==> src/rtl/id_stage_pkg.sv <==
// rtl/id_stage_pkg.sv - shared opcode, funct and ALU encodings for the decode stage
package id_stage_pkg;

  localparam logic [5:0] OP_SPECIAL = 6'b000000;
  localparam logic [5:0] OP_ANDI    = 6'b001100;
  localparam logic [5:0] OP_ORI     = 6'b001101;
  localparam logic [5:0] OP_XORI    = 6'b001110;
  localparam logic [5:0] OP_LUI     = 6'b001111;

  localparam logic [5:0] FN_AND = 6'b100100;
  localparam logic [5:0] FN_OR  = 6'b100101;
  localparam logic [5:0] FN_XOR = 6'b100110;
  localparam logic [5:0] FN_NOR = 6'b100111;

  typedef enum logic [7:0] {
    ALUOP_NOP = 8'b0000_0000,
    ALUOP_AND = 8'b0010_0100,
    ALUOP_OR  = 8'b0010_0101,
    ALUOP_XOR = 8'b0010_0110,
    ALUOP_NOR = 8'b0010_0111
  } aluop_e;

  typedef enum logic [2:0] {
    ALUSEL_NOP   = 3'b000,
    ALUSEL_LOGIC = 3'b001
  } alusel_e;

  localparam logic [4:0] NOP_REG_ADDR = 5'd0;

  // ALUOP_NOP doubles as "funct not in the decoded set".
  function automatic aluop_e funct_aluop(input logic [5:0] funct);
    case (funct)
      FN_AND:  return ALUOP_AND;
      FN_OR:   return ALUOP_OR;
      FN_XOR:  return ALUOP_XOR;
      FN_NOR:  return ALUOP_NOR;
      default: return ALUOP_NOP;
    endcase
  endfunction

endpackage

==> src/rtl/id_stage_decode.sv <==
// rtl/id_stage_decode.sv - combinational instruction decoder for the logic subset
module id_decode
  import id_stage_pkg::*;
#(
  parameter int DATA_W = 32,
  parameter int REG_AW = 5
) (
  input  logic [31:0]       inst_i,
  output logic [7:0]        aluop_o,
  output logic [2:0]        alusel_o,
  output logic              reg1_read_o,
  output logic              reg2_read_o,
  output logic [REG_AW-1:0] wd_o,
  output logic              wreg_o,
  output logic [DATA_W-1:0] imm_o,
  output logic              err_o
);

  logic [5:0]  op;
  logic [5:0]  funct;
  logic [4:0]  shamt;
  logic [15:0] imm16;
  aluop_e      r_aluop;

  assign op      = inst_i[31:26];
  assign shamt   = inst_i[10:6];
  assign funct   = inst_i[5:0];
  assign imm16   = inst_i[15:0];
  assign r_aluop = funct_aluop(funct);

  always_comb begin
    aluop_o     = ALUOP_NOP;
    alusel_o    = ALUSEL_NOP;
    reg1_read_o = 1'b0;
    reg2_read_o = 1'b0;
    wd_o        = REG_AW'(NOP_REG_ADDR);
    wreg_o      = 1'b0;
    imm_o       = '0;
    err_o       = 1'b0;
    case (op)
      OP_ORI, OP_ANDI, OP_XORI: begin
        aluop_o     = (op == OP_ORI)  ? ALUOP_OR :
                      (op == OP_ANDI) ? ALUOP_AND : ALUOP_XOR;
        alusel_o    = ALUSEL_LOGIC;
        reg1_read_o = 1'b1;
        wd_o        = REG_AW'(inst_i[20:16]);
        wreg_o      = 1'b1;
        imm_o       = DATA_W'(imm16);
      end
      OP_LUI: begin
        // LUI is executed as 0 | {imm,16'h0}, so rs is never read.
        aluop_o  = ALUOP_OR;
        alusel_o = ALUSEL_LOGIC;
        wd_o     = REG_AW'(inst_i[20:16]);
        wreg_o   = 1'b1;
        imm_o    = DATA_W'(signed'({imm16, 16'h0000}));
      end
      OP_SPECIAL: begin
        if (shamt == 5'd0 && r_aluop != ALUOP_NOP) begin
          aluop_o     = r_aluop;
          alusel_o    = ALUSEL_LOGIC;
          reg1_read_o = 1'b1;
          reg2_read_o = 1'b1;
          wd_o        = REG_AW'(inst_i[15:11]);
          wreg_o      = 1'b1;
        end else begin
          err_o = 1'b1;
        end
      end
      default: err_o = 1'b1;
    endcase
  end

endmodule

==> src/rtl/id_stage.sv <==
// rtl/id_stage.sv - decode stage with operand bypass, load-use stall and ID/EX register
module id_stage
  import id_stage_pkg::*;
#(
  parameter int DATA_W = 32,
  parameter int REG_AW = 5
) (
  input  logic              clk,
  input  logic              rst,
  input  logic              inst_valid_i,
  input  logic [31:0]       inst_i,
  output logic              inst_ready_o,
  output logic              reg1_read_o,
  output logic              reg2_read_o,
  output logic [REG_AW-1:0] reg1_addr_o,
  output logic [REG_AW-1:0] reg2_addr_o,
  input  logic [DATA_W-1:0] reg1_data_i,
  input  logic [DATA_W-1:0] reg2_data_i,
  input  logic              ex_wreg_i,
  input  logic [REG_AW-1:0] ex_wd_i,
  input  logic [DATA_W-1:0] ex_wdata_i,
  input  logic              ex_is_load_i,
  input  logic              mem_wreg_i,
  input  logic [REG_AW-1:0] mem_wd_i,
  input  logic [DATA_W-1:0] mem_wdata_i,
  input  logic              flush_i,
  output logic              out_valid_o,
  input  logic              out_ready_i,
  output logic [7:0]        aluop_o,
  output logic [2:0]        alusel_o,
  output logic [DATA_W-1:0] reg1_o,
  output logic [DATA_W-1:0] reg2_o,
  output logic [REG_AW-1:0] wd_o,
  output logic              wreg_o,
  output logic              inst_err_o
);

  logic [7:0]        dec_aluop;
  logic [2:0]        dec_alusel;
  logic              dec_read1, dec_read2, dec_wreg, dec_err;
  logic [REG_AW-1:0] dec_wd;
  logic [DATA_W-1:0] dec_imm;

  id_decode #(.DATA_W(DATA_W), .REG_AW(REG_AW)) u_decode (
    .inst_i      (inst_i),
    .aluop_o     (dec_aluop),
    .alusel_o    (dec_alusel),
    .reg1_read_o (dec_read1),
    .reg2_read_o (dec_read2),
    .wd_o        (dec_wd),
    .wreg_o      (dec_wreg),
    .imm_o       (dec_imm),
    .err_o       (dec_err)
  );

  logic [REG_AW-1:0] rs, rt;
  logic [DATA_W-1:0] src1, src2;
  logic              hazard, en;

  logic              out_valid_q, out_valid_d;
  logic [7:0]        aluop_q, aluop_d;
  logic [2:0]        alusel_q, alusel_d;
  logic [DATA_W-1:0] reg1_q, reg1_d, reg2_q, reg2_d;
  logic [REG_AW-1:0] wd_q, wd_d;
  logic              wreg_q, wreg_d, err_q, err_d;

  function automatic logic [DATA_W-1:0] bypass(
    input logic [REG_AW-1:0] addr,
    input logic [DATA_W-1:0] gpr,
    input logic              exw,
    input logic [REG_AW-1:0] exd,
    input logic [DATA_W-1:0] exv,
    input logic              memw,
    input logic [REG_AW-1:0] memd,
    input logic [DATA_W-1:0] memv
  );
    if (addr == '0)                return '0;
    else if (exw && exd == addr)   return exv;
    else if (memw && memd == addr) return memv;
    else                           return gpr;
  endfunction

  assign rs = REG_AW'(inst_i[25:21]);
  assign rt = REG_AW'(inst_i[20:16]);

  assign src1 = bypass(rs, reg1_data_i, ex_wreg_i, ex_wd_i, ex_wdata_i,
                       mem_wreg_i, mem_wd_i, mem_wdata_i);
  assign src2 = bypass(rt, reg2_data_i, ex_wreg_i, ex_wd_i, ex_wdata_i,
                       mem_wreg_i, mem_wd_i, mem_wdata_i);

  assign hazard = inst_valid_i && ex_is_load_i && ex_wreg_i && (ex_wd_i != '0) &&
                  ((dec_read1 && ex_wd_i == rs) || (dec_read2 && ex_wd_i == rt));
  assign en     = !out_valid_q || out_ready_i;

  assign inst_ready_o = rst && (flush_i || (en && !hazard));
  assign reg1_read_o  = rst && dec_read1;
  assign reg2_read_o  = rst && dec_read2;
  assign reg1_addr_o  = rst ? rs : '0;
  assign reg2_addr_o  = rst ? rt : '0;

  always_comb begin
    out_valid_d = out_valid_q;
    aluop_d     = aluop_q;
    alusel_d    = alusel_q;
    reg1_d      = reg1_q;
    reg2_d      = reg2_q;
    wd_d        = wd_q;
    wreg_d      = wreg_q;
    err_d       = err_q;
    // Flush, load-use bubble and empty slots all load the same NOP image.
    if (flush_i || (en && (hazard || !inst_valid_i))) begin
      out_valid_d = 1'b0;
      aluop_d     = ALUOP_NOP;
      alusel_d    = ALUSEL_NOP;
      reg1_d      = '0;
      reg2_d      = '0;
      wd_d        = '0;
      wreg_d      = 1'b0;
      err_d       = 1'b0;
    end else if (en) begin
      out_valid_d = 1'b1;
      aluop_d     = dec_aluop;
      alusel_d    = dec_alusel;
      reg1_d      = dec_read1 ? src1 : '0;
      reg2_d      = dec_read2 ? src2 : dec_imm;
      wd_d        = dec_wd;
      wreg_d      = dec_wreg;
      err_d       = dec_err;
    end
  end

  always_ff @(posedge clk or negedge rst) begin
    if (!rst) begin
      out_valid_q <= 1'b0;
      aluop_q     <= ALUOP_NOP;
      alusel_q    <= ALUSEL_NOP;
      reg1_q      <= '0;
      reg2_q      <= '0;
      wd_q        <= '0;
      wreg_q      <= 1'b0;
      err_q       <= 1'b0;
    end else begin
      out_valid_q <= out_valid_d;
      aluop_q     <= aluop_d;
      alusel_q    <= alusel_d;
      reg1_q      <= reg1_d;
      reg2_q      <= reg2_d;
      wd_q        <= wd_d;
      wreg_q      <= wreg_d;
      err_q       <= err_d;
    end
  end

  assign out_valid_o = out_valid_q;
  assign aluop_o     = aluop_q;
  assign alusel_o    = alusel_q;
  assign reg1_o      = reg1_q;
  assign reg2_o      = reg2_q;
  assign wd_o        = wd_q;
  assign wreg_o      = wreg_q;
  assign inst_err_o  = err_q;

endmodule

==> config.mk <==
export PLATFORM = sky130hd
export DESIGN_NAME = id_stage
export DESIGN_NICKNAME = d
export VERILOG_FILES = /design/src/rtl/id_stage_pkg.sv /design/src/rtl/id_stage_decode.sv /design/src/rtl/id_stage.sv
export SDC_FILE = /design/constraint.sdc
export NUM_CORES = 1
export LEC_CHECK = 0
export ABC_AREA = 1
export CAP_MARGIN = 5
export CORE_MARGIN = 2
export CORE_UTILIZATION = 44
export DETAILED_ROUTE_END_ITERATION = 10
export GPL_TIMING_DRIVEN = 1
export PLACE_DENSITY = 0.83
export SYNTH_ARGS = -nofsm -noshare
export SYNTH_HDL_FRONTEND = slang
export SYNTH_SLANG_ARGS = --single-unit
==> constraint.sdc <==
create_clock -name clk -period 2 [get_ports clk]
set_clock_uncertainty 0.1 [all_clocks]
set_input_delay 0.4 -clock clk [delete_from_list [all_inputs] [get_ports clk]]
set_output_delay 0.4 -clock clk [all_outputs]
set_load 0.01 [all_outputs]
==> flow_metrics.tcl, run 1 <==
set metrics [dict create \
    via_per_inst 5.43 \
    clk_path_buf_depth 2 \
    maxCapViolations 0 \
    crit_fanout 2 \
    hold_violations 0 \
    cts_max_level 3 \
    drive_gt1_share_pct 14.7 \
    synth_top_cell_by_area "dfrtp_1" \
    gp_congestion 0.971 \
    r2r-end "reg2_o[20]" \
    relSlewSlack_pct 44.5 \
    wire_per_inst_um 17.9 \
    grt_pass1_vias 7945 \
    p_sw_share_pct 29.0 \
    dp_hpwl_um 20500 \
    drtAntennaViolNets 0 \
    netSwitchingPower_mw 1.45 \
    grt_usage_pct 34.6 \
    yosys_warnings 0 \
    cts_tree "built" \
    critical_path_arrival_ns 1.57 \
    seq_power_share_pct 30.6 \
    drv_slew 0 \
    insertion_delay_ns 0.34 \
    crit_type "in -> out" \
    drc_errors 0 \
    synthToLayoutAreaGrowth_pct 64.9 \
    fmax_mhz 484 \
    die_width_um 125 \
    synthCells 1129 \
    async_reset_ff_share_pct 100 \
    clockPowerShare_pct 41.6 \
    r2r.worst_path.cells 7 \
    start_kind "input port" \
    die_area_mm2 0.0156 \
    io_pins 274 \
    irDropWorstVdd_mv 0.397 \
    failed_checks "negative setup slack" \
    die_y_um 125 \
    netlist_area_mm2 0.00645 \
    syn-mean-instance-area_um2 5.71 \
    power.internal_mw 3.55 \
    cts_made_buffers 9 \
    ys_types 30 \
    initial_core_util_pct 44.7 \
    drt_iter0_markers 1054 \
    power_density_mw_per_mm2 470 \
    clkSinkCount 75 \
    firstDrtPassIters 5 \
    reg2reg_slack_ns 0.18 \
    post_dp_cell_area_mm2 0.00990 \
    synth_edf_count 0 \
    layout_setup_ws_ns -0.0655 \
    final_core_util_pct 73.8 \
    cts_root_buffer "clkbuf_16" \
    cp.required_ns 1.50 \
    period_minus_slack_ns 2.07 \
    portBuffers 267 \
    end_kind "output port" \
    overflow 0 \
    grt_max_degree 75 \
    final_area_mm2 0.0106 \
    fin_nets 1613 \
    synth_top_area_share_pct 29.1 \
    drt_wl_total_um 29000 \
    core_mm2 0.0144 \
    reg2reg_from "out_valid_o" \
    ys_top_cells_by_count "nand2_1, nor2_1, inv_1" \
    grt_setup_unrepaired "true" \
    hold_path_class "in -> async" \
    grt_pass1_wl_um 43100 \
    fin_crit_sh_pct 103 \
    synth_area_leaders "dfrtp_1, nand2_1, nand4_1, nor2_1, inv_1" \
    rows 44 \
    comb_power_share_pct 27.7 \
    synth.most_common_cell "nand2_1" \
    ys_seq_elements 75 \
    status "finished with violations" \
    seq_area_frac_synth_pct 29.1 \
    synth_ff_type "dfrtp_1" \
    fin_hold_ws_ns 0.110 \
    worst_pin_slew_ns 0.832 \
    finalSetupViolCount 1 \
    clk_pin_slew_ns 0.06 \
    vias 8834 \
    leakage_nw 5.41 \
    grt_antenna_before_repair 2 \
]
==> registers in the layout (all words and copies together), names as in the netlist <==
signal,cells
aluop_o,3
out_valid_o,1
alusel_o,1
inst_err_o,1
reg2_o,32
wd_o,5
reg1_o,32
==> power by group through the flow <==
stage | sequential (mW) | combinational (mW) | clock (mW)
global route | 1.53 | 1.48 | 2.14
CTS | 1.53 | 1.30 | 2.08
global placement | 1.56 | 1.28 | 0
floorplan | 1.56 | 0.491 | 0
detailed placement | 1.56 | 1.29 | 0
finish | 1.53 | 1.39 | 2.08
==> worst max path at each step <==
stage                     slack (ns)  cells after the start   startpoint      endpoint
after floorplan                  0.1                      6   inst_i[31]   reg1_read_o
after global placement         -0.82                     12    inst_i[7]  inst_ready_o
after detailed placement       -0.82                     12    inst_i[7]  inst_ready_o
after CTS                      -0.18                      8   inst_i[25]  inst_ready_o
after global routing           -0.17                      9  out_ready_i  inst_ready_o
final                          -0.07                      9  out_ready_i  inst_ready_o
==> worst max-delay path, cell delays in order <==
cell	delay [ns]
clkdlybuf4s50_1	0.43
nor2_2	0.14
inv_1	0.08
nor2_4	0.10
inv_1	0.07
nand2_1	0.07
o21bai_1	0.10
inv_1	0.05
buf_2	0.13
==> through the flow <==
stage / power, mW / instances / TNS (ns) / worst slack, ns
2_1_floorplan: 2.06 / 1134 / 0 / 0.0963
3_3_place_gp: 2.84 / 1592 / -40.09 / -0.816
3_5_place_dp: 2.85 / 1592 / -40.80 / -0.823
4_1_cts: 4.92 / 1616 / -0.183 / -0.179
5_1_grt: 5.15 / 1626 / -2.67 / -0.171
6_report: 5.00 / 1626 / -0.0655 / -0.0655
==> placed cells by master, fill, tap and decap left out, types with 3 or more instances in the layout <==
cell type,count
buf_6,16
inv_1,98
buf_12,19
dlygate4sd2_1,3
nor2_4,10
nand3_2,3
xnor2_2,3
clkbuf_2,13
dfrtp_1,75
a21oi_1,32
buf_4,77
dlymetal6s2s_1,8
nand4_1,97
nand3_1,67
nand2_1,483
buf_2,9
nor3_1,3
clkdlybuf4s50_1,222
o21ai_0,9
clkbuf_16,13
o21ai_1,3
nor2_2,13
inv_2,4
conb_1,6
nand2_2,13
bufinv_16,4
nor2_1,107
xor2_1,4
==> layer usage <==
layer / GRT usage, % / up-vias / wire, µm
met1: 47.0 / 4086 / 11800
met2: 55.8 / 521 / 13800
met5: 0 / - / 0
met4: 10.0 / 0 / 861
li1: - / 4155 / -
met3: 7.40 / 72 / 2600
==> cell families (layout without fill, tap and decap cells) <==
group,count (synthesis),after routing,synth area share (%)
buffers and inverters,189,495,12.7
xor gates and xnor gates,11,11,1.49
AOI/OAI and AO/OA,49,49,3.98
other,1,8,0.0581
and+or+nand+nor,804,804,52.7
DFF,75,75,29.1
==> timing repair <==
action	4_1_cts	5_1_grt
hold endpoints to repair	2	0
setup endpoints to repair	87	77
hold buffers	2	0
pin swaps	21	33
resized for setup	120	80
cloned	0	4
buffers inserted	6	5
==> layout make-up <==
type	instances	area [µm²]
fillers	1176	3790
clock inverters	7	146
flip-flops and latches	75	1880
repair buffers	375	3740
diodes	2	5.00
well taps	184	230
inverters	104	393
multi-input cells	870	4020
clock buffers	9	225
No activity file was read; power rests on OpenSTA's default activity.
==> run 2, diff against run 1 <==
CAP_MARGIN = unset   (was 5)
CORE_UTILIZATION = 45   (was 44)
DONT_BUFFER_PORTS = 1   (was unset)
PLACE_DENSITY = unset   (was 0.83)
==> flow_metrics.tcl, run 2 (synthesis results as in run 1) <==
set metrics [dict create \
    post_dp_cell_area_mm2 0.00678 \
    globalRouteMet1Util_pct 45.3 \
    cpMostUsedCell "inv_1" \
    cp_slowest_cell "dfrtp_1" \
    power.internal_mw 2.76 \
    path_delay_family "flip-flops" \
    fin_setup_tns_ns 0 \
    drc_errors 0 \
    critical_path.cell_chain "inv_1, nor2_2, inv_1, nor2_4, inv_1, nand2_1, o21bai_1, inv_1" \
    drtAntennaViolNets 0 \
    cts_root_buffer "clkbuf_16" \
    vias 7149 \
    hold_violations 75 \
    comb_power_share_pct 17.5 \
    final_area_mm2 0.00711 \
    fin_crit_sh_pct 94.6 \
    period_minus_slack_ns 1.89 \
    dp_hpwl_um 17600 \
    fin_cells 1282 \
    reg2reg_from "out_valid_o" \
    initial_core_util_pct 46.3 \
    crit_type "reg -> out" \
    cp.required_ns 1.50 \
    die_area_mm2 0.0153 \
    drt_iter0_markers 729 \
    clockPowerShare_pct 43.3 \
    p_sw_share_pct 29.9 \
    seq_power_share_pct 39.1 \
    clkSinkCount 75 \
    grtUsageMet3_pct 8.56 \
    overflow 0 \
    final_common_cell "nand2_1" \
    wire_per_inst_um 19.2 \
    maxCapViolations 0 \
    fmax_mhz 528 \
    r2r-end "reg1_o[17]" \
    clk_path_buf_depth 2 \
    io_pins 274 \
    insertion_delay_ns 0.34 \
    firstDrtPassIters 6 \
    gp_congestion 0.920 \
    failed_checks "negative hold slack" \
    busiest_layer "met2" \
    leakage_nw 3.83 \
    hold_path_class "in -> async" \
    slowest_delay_ns 0.39 \
    final_cell_mix "nand2_1, nor2_1, inv_1, nand4_1, dfrtp_1" \
    end_kind "output port" \
    core_mm2 0.0139 \
    grt_pass1_vias 6606 \
    finalSetupViolCount 0 \
    grt_pass1_wl_um 37200 \
    place_inst 1265 \
    grt_antenna_before_repair 0 \
    drt_wl_total_um 24600 \
    reg2reg_slack_ns 0.37 \
    cts_tree "built" \
    die_y_um 124 \
    drv_slew 0 \
    rows 43 \
    synthToLayoutAreaGrowth_pct 10.3 \
    r2r.worst_path.cells 8 \
    status "finished with violations" \
    grt_use_met2_pct 47.8 \
    final_core_util_pct 51.0 \
    crit_buf_inv 4 \
    diodes 0 \
    start_kind "flip-flop" \
    cts_made_buffers 9 \
    critical_path_arrival_ns 1.39 \
    power_density_mw_per_mm2 553 \
    grt_max_degree 88 \
    drive_gt1_share_pct 7.08 \
    portBuffers 0 \
    fin_hold_ws_ns -0.351 \
    cts_max_level 3 \
    crit_fanout 2 \
    fin_nets 1275 \
    die_width_um 124 \
    via_per_inst 5.58 \
    netSwitchingPower_mw 1.17 \
    clk_pin_slew_ns 0.06 \
    irDropWorstVdd_mv 0.371 \
    grt_usage_pct 32.1 \
]
run 2: worst max-delay path by stage:
stage	cells after the start	to	slack [ns]	from
3_3_place_gp	8	inst_ready_o	-0.009	inst_i[31]
3_5_place_dp	8	inst_ready_o	-0.04	inst_i[31]
5_1_grt	10	inst_ready_o	-0.004	inst_i[9]
4_1_cts	8	inst_ready_o	0.0004	inst_i[31]
6_report	8	inst_ready_o	0.11	out_valid_o
2_1_floorplan	6	reg1_read_o	0.1	inst_i[31]
run 2: layout make-up:
class                      instances  area [µm²]
timing repair buffer              37         490
sequential                        75        1880
tap                              180         225
inverter                         104         390
fill                            1517        6820
clock inverter                     6        62.6
multi-input combinational        870        3830
clock buffer                      10         239
run 2: through the flow:
stage	hold slack, ns	power (mW)	setup WS [ns]
floorplan	0.00441	2.06	0.0963
global placement	0.00641	2.24	-0.00905
detailed placement	0.00678	2.24	-0.0402
CTS	-0.364	3.94	0.000432
global route	-0.367	4.09	-0.00410
finish	-0.351	3.93	0.107
run 2: timing repair:
action / 4_1_cts / 5_1_grt
endpoints found under the hold margin: 75 / 75
pin swaps: 1 / 1
buffers inserted: 0 / 1
gates resized for setup: 2 / 4
setup endpoints to repair: 1 / 2
run 2: worst register-to-register path: cells and delay by family, from the launching register on:
kind	cells	cell delay [ns]
and+or+nand+nor	5	0.67
DFF	1	0.41
buffers and inverters	3	0.39
run 2: metal layers:
| metal | part of all wire (%) | vias up |
|---|---|---|
| li1 | - | 3475 |
| met1 | 43 | 3254 |
| met2 | 44 | 378 |
| met3 | 11 | 42 |
| met5 | 0 | - |
| met4 | 2.2 | 0 |
run 2: power groups by stage:
stage | registers [mW] | logic, mW | clock network (mW)
floorplan | 1.56 | 0.491 | 0
global placement | 1.57 | 0.673 | 0
detailed placement | 1.57 | 0.677 | 0
CTS | 1.54 | 0.680 | 1.72
global route | 1.54 | 0.764 | 1.79
finish | 1.54 | 0.690 | 1.71
==> run 3, diff against run 2 <==
CORE_MARGIN = 1.5   (was 2)
==> flow_metrics.tcl, run 3 (synthesis results as in run 1) <==
set metrics [dict create \
    status "finished with violations" \
    failed_checks "negative hold slack" \
    start_kind "flip-flop" \
    leakage_nw 3.81 \
    cts_tree "built" \
    drv_slew 0 \
    cts_made_buffers 9 \
    grt_pass1_vias 6498 \
    highest_layer "met4" \
    drt_iter0_markers 578 \
    m1WireLength_um 10400 \
    post_dp_cell_area_mm2 0.00677 \
    final_core_util_pct 50.9 \
    grt_max_degree 88 \
    portBuffers 0 \
    clkSinkCount 75 \
    clk_pin_slew_ns 0.06 \
    initial_core_util_pct 46.3 \
    power_density_mw_per_mm2 551 \
    fin_setup_tns_ns 0 \
    die_width_um 123 \
    drive_gt1_share_pct 6.99 \
    multi_input_area_mm2 0.00383 \
    cp.required_ns 1.50 \
    io_pins 274 \
    synthToLayoutAreaGrowth_pct 10.0 \
    wl_met3_um 2380 \
    hold_violations 75 \
    end_kind "output port" \
    hold_path_class "in -> async" \
    irDropWorstVdd_mv 0.353 \
    crit_type "reg -> out" \
    finalSetupViolCount 0 \
    fin_nets 1274 \
    grt_antenna_before_repair 0 \
    crit_fanout 2 \
    grt_usage_pct 31.5 \
    drtAntennaViolNets 0 \
    dp_hpwl_um 17200 \
    maxCapViolations 0 \
    grt_pass1_wl_um 35900 \
    fin_hold_ws_ns -0.350 \
    seqCellArea_mm2 0.00188 \
    rows 43 \
    overflow 0 \
    firstDrtPassIters 5 \
    wire_per_inst_um 18.7 \
    insertion_delay_ns 0.34 \
    power_mw 3.91 \
    die_area_mm2 0.0151 \
    vias 6944 \
    fmax_mhz 530 \
    core_mm2 0.0139 \
    gp_congestion 0.913 \
    n_fill_cell 1538 \
    reg2reg_slack_ns 0.42 \
    via_per_inst 5.42 \
    final_common_cell "nand2_1" \
    cts_root_buffer "clkbuf_16" \
    grt_setup_unrepaired "false" \
    final_cell_mix "nand2_1, nor2_1, inv_1, nand4_1, dfrtp_1" \
    drc_errors 0 \
    diodes 0 \
    final_area_mm2 0.00710 \
    drt_wl_total_um 24000 \
    fin_crit_sh_pct 94.4 \
    die_y_um 123 \
    r2r.worst_path.cells 9 \
    critical_path_arrival_ns 1.39 \
    period_minus_slack_ns 1.89 \
    routed-wl-met2_um 10700 \
    cts_max_level 3 \
    clk_path_buf_depth 2 \
]
-- run 3: cell types whose count changed in the layout (fill, tap and decap cells not counted) --
cell        delta
buf_12         -1
clkinv_2       -1
clkinv_4       -1
clkinvlp_4     +2
nand3_1        +1
nand3_2        -1
nor2_1         -1
nor2_4         +1
-- run 3: metrics by stage --
stage / instances / worst slack [ns]
CTS: 1281 / 0.0379
floorplan: 1134 / 0.0963
finish: 1281 / 0.112
detailed placement: 1265 / 0.0377
global placement: 1265 / 0.0691
global route: 1281 / 0.0165
-- run 3: layer usage --
layer  vias up  global-route usage [%]
met5         -                       0
met4         0                    10.1
met3        39                    9.06
met2       323                    49.5
met1      3111                    41.5
li1       3471                       -
-- run 3: layout make-up --
class	count	share of cell area, %
Timing Repair Buffer	36	6.63
Multi-Input combinational cell	870	54.0
Tap cell	180	3.17
Sequential cell	75	26.4
Clock inverter	6	0.899
Inverter	104	5.50
Clock buffer	10	3.37
-- run 3: final timing paths --
kind                              from      endpoint
hold reg to reg             reg2_o[30]    reg2_o[30]
max in group asynchronous          rst    reg1_o[19]
setup reg to reg           out_valid_o    reg2_o[13]
min in group clk               flush_i   out_valid_o
hold / removal                     rst    inst_err_o
setup / recovery           out_valid_o  inst_ready_o
-- run 3: what timing repair did --
item / 4_1_cts / 5_1_grt
resized for setup: 0 / 7
endpoints found under the setup margin: 0 / 1
hold endpoints to repair: 75 / 75
setup buffers: 0 / 0
-- run 3: critical path, stage by stage (launching register included) --
cell and delay, ns:
dfrtp_1 0.39, inv_1 0.06, nor2_2 0.10, inv_1 0.08
nor2_4 0.12, inv_1 0.06, nand2_1 0.05, o21bai_1 0.09
inv_1 0.09
-- run 3: where the power goes --
group / internal (mW) / switching [mW]
sequential: 1.53 / 0.0121
combinational: 0.226 / 0.458
clock: 1.00 / 0.686
total: 2.75 / 1.16
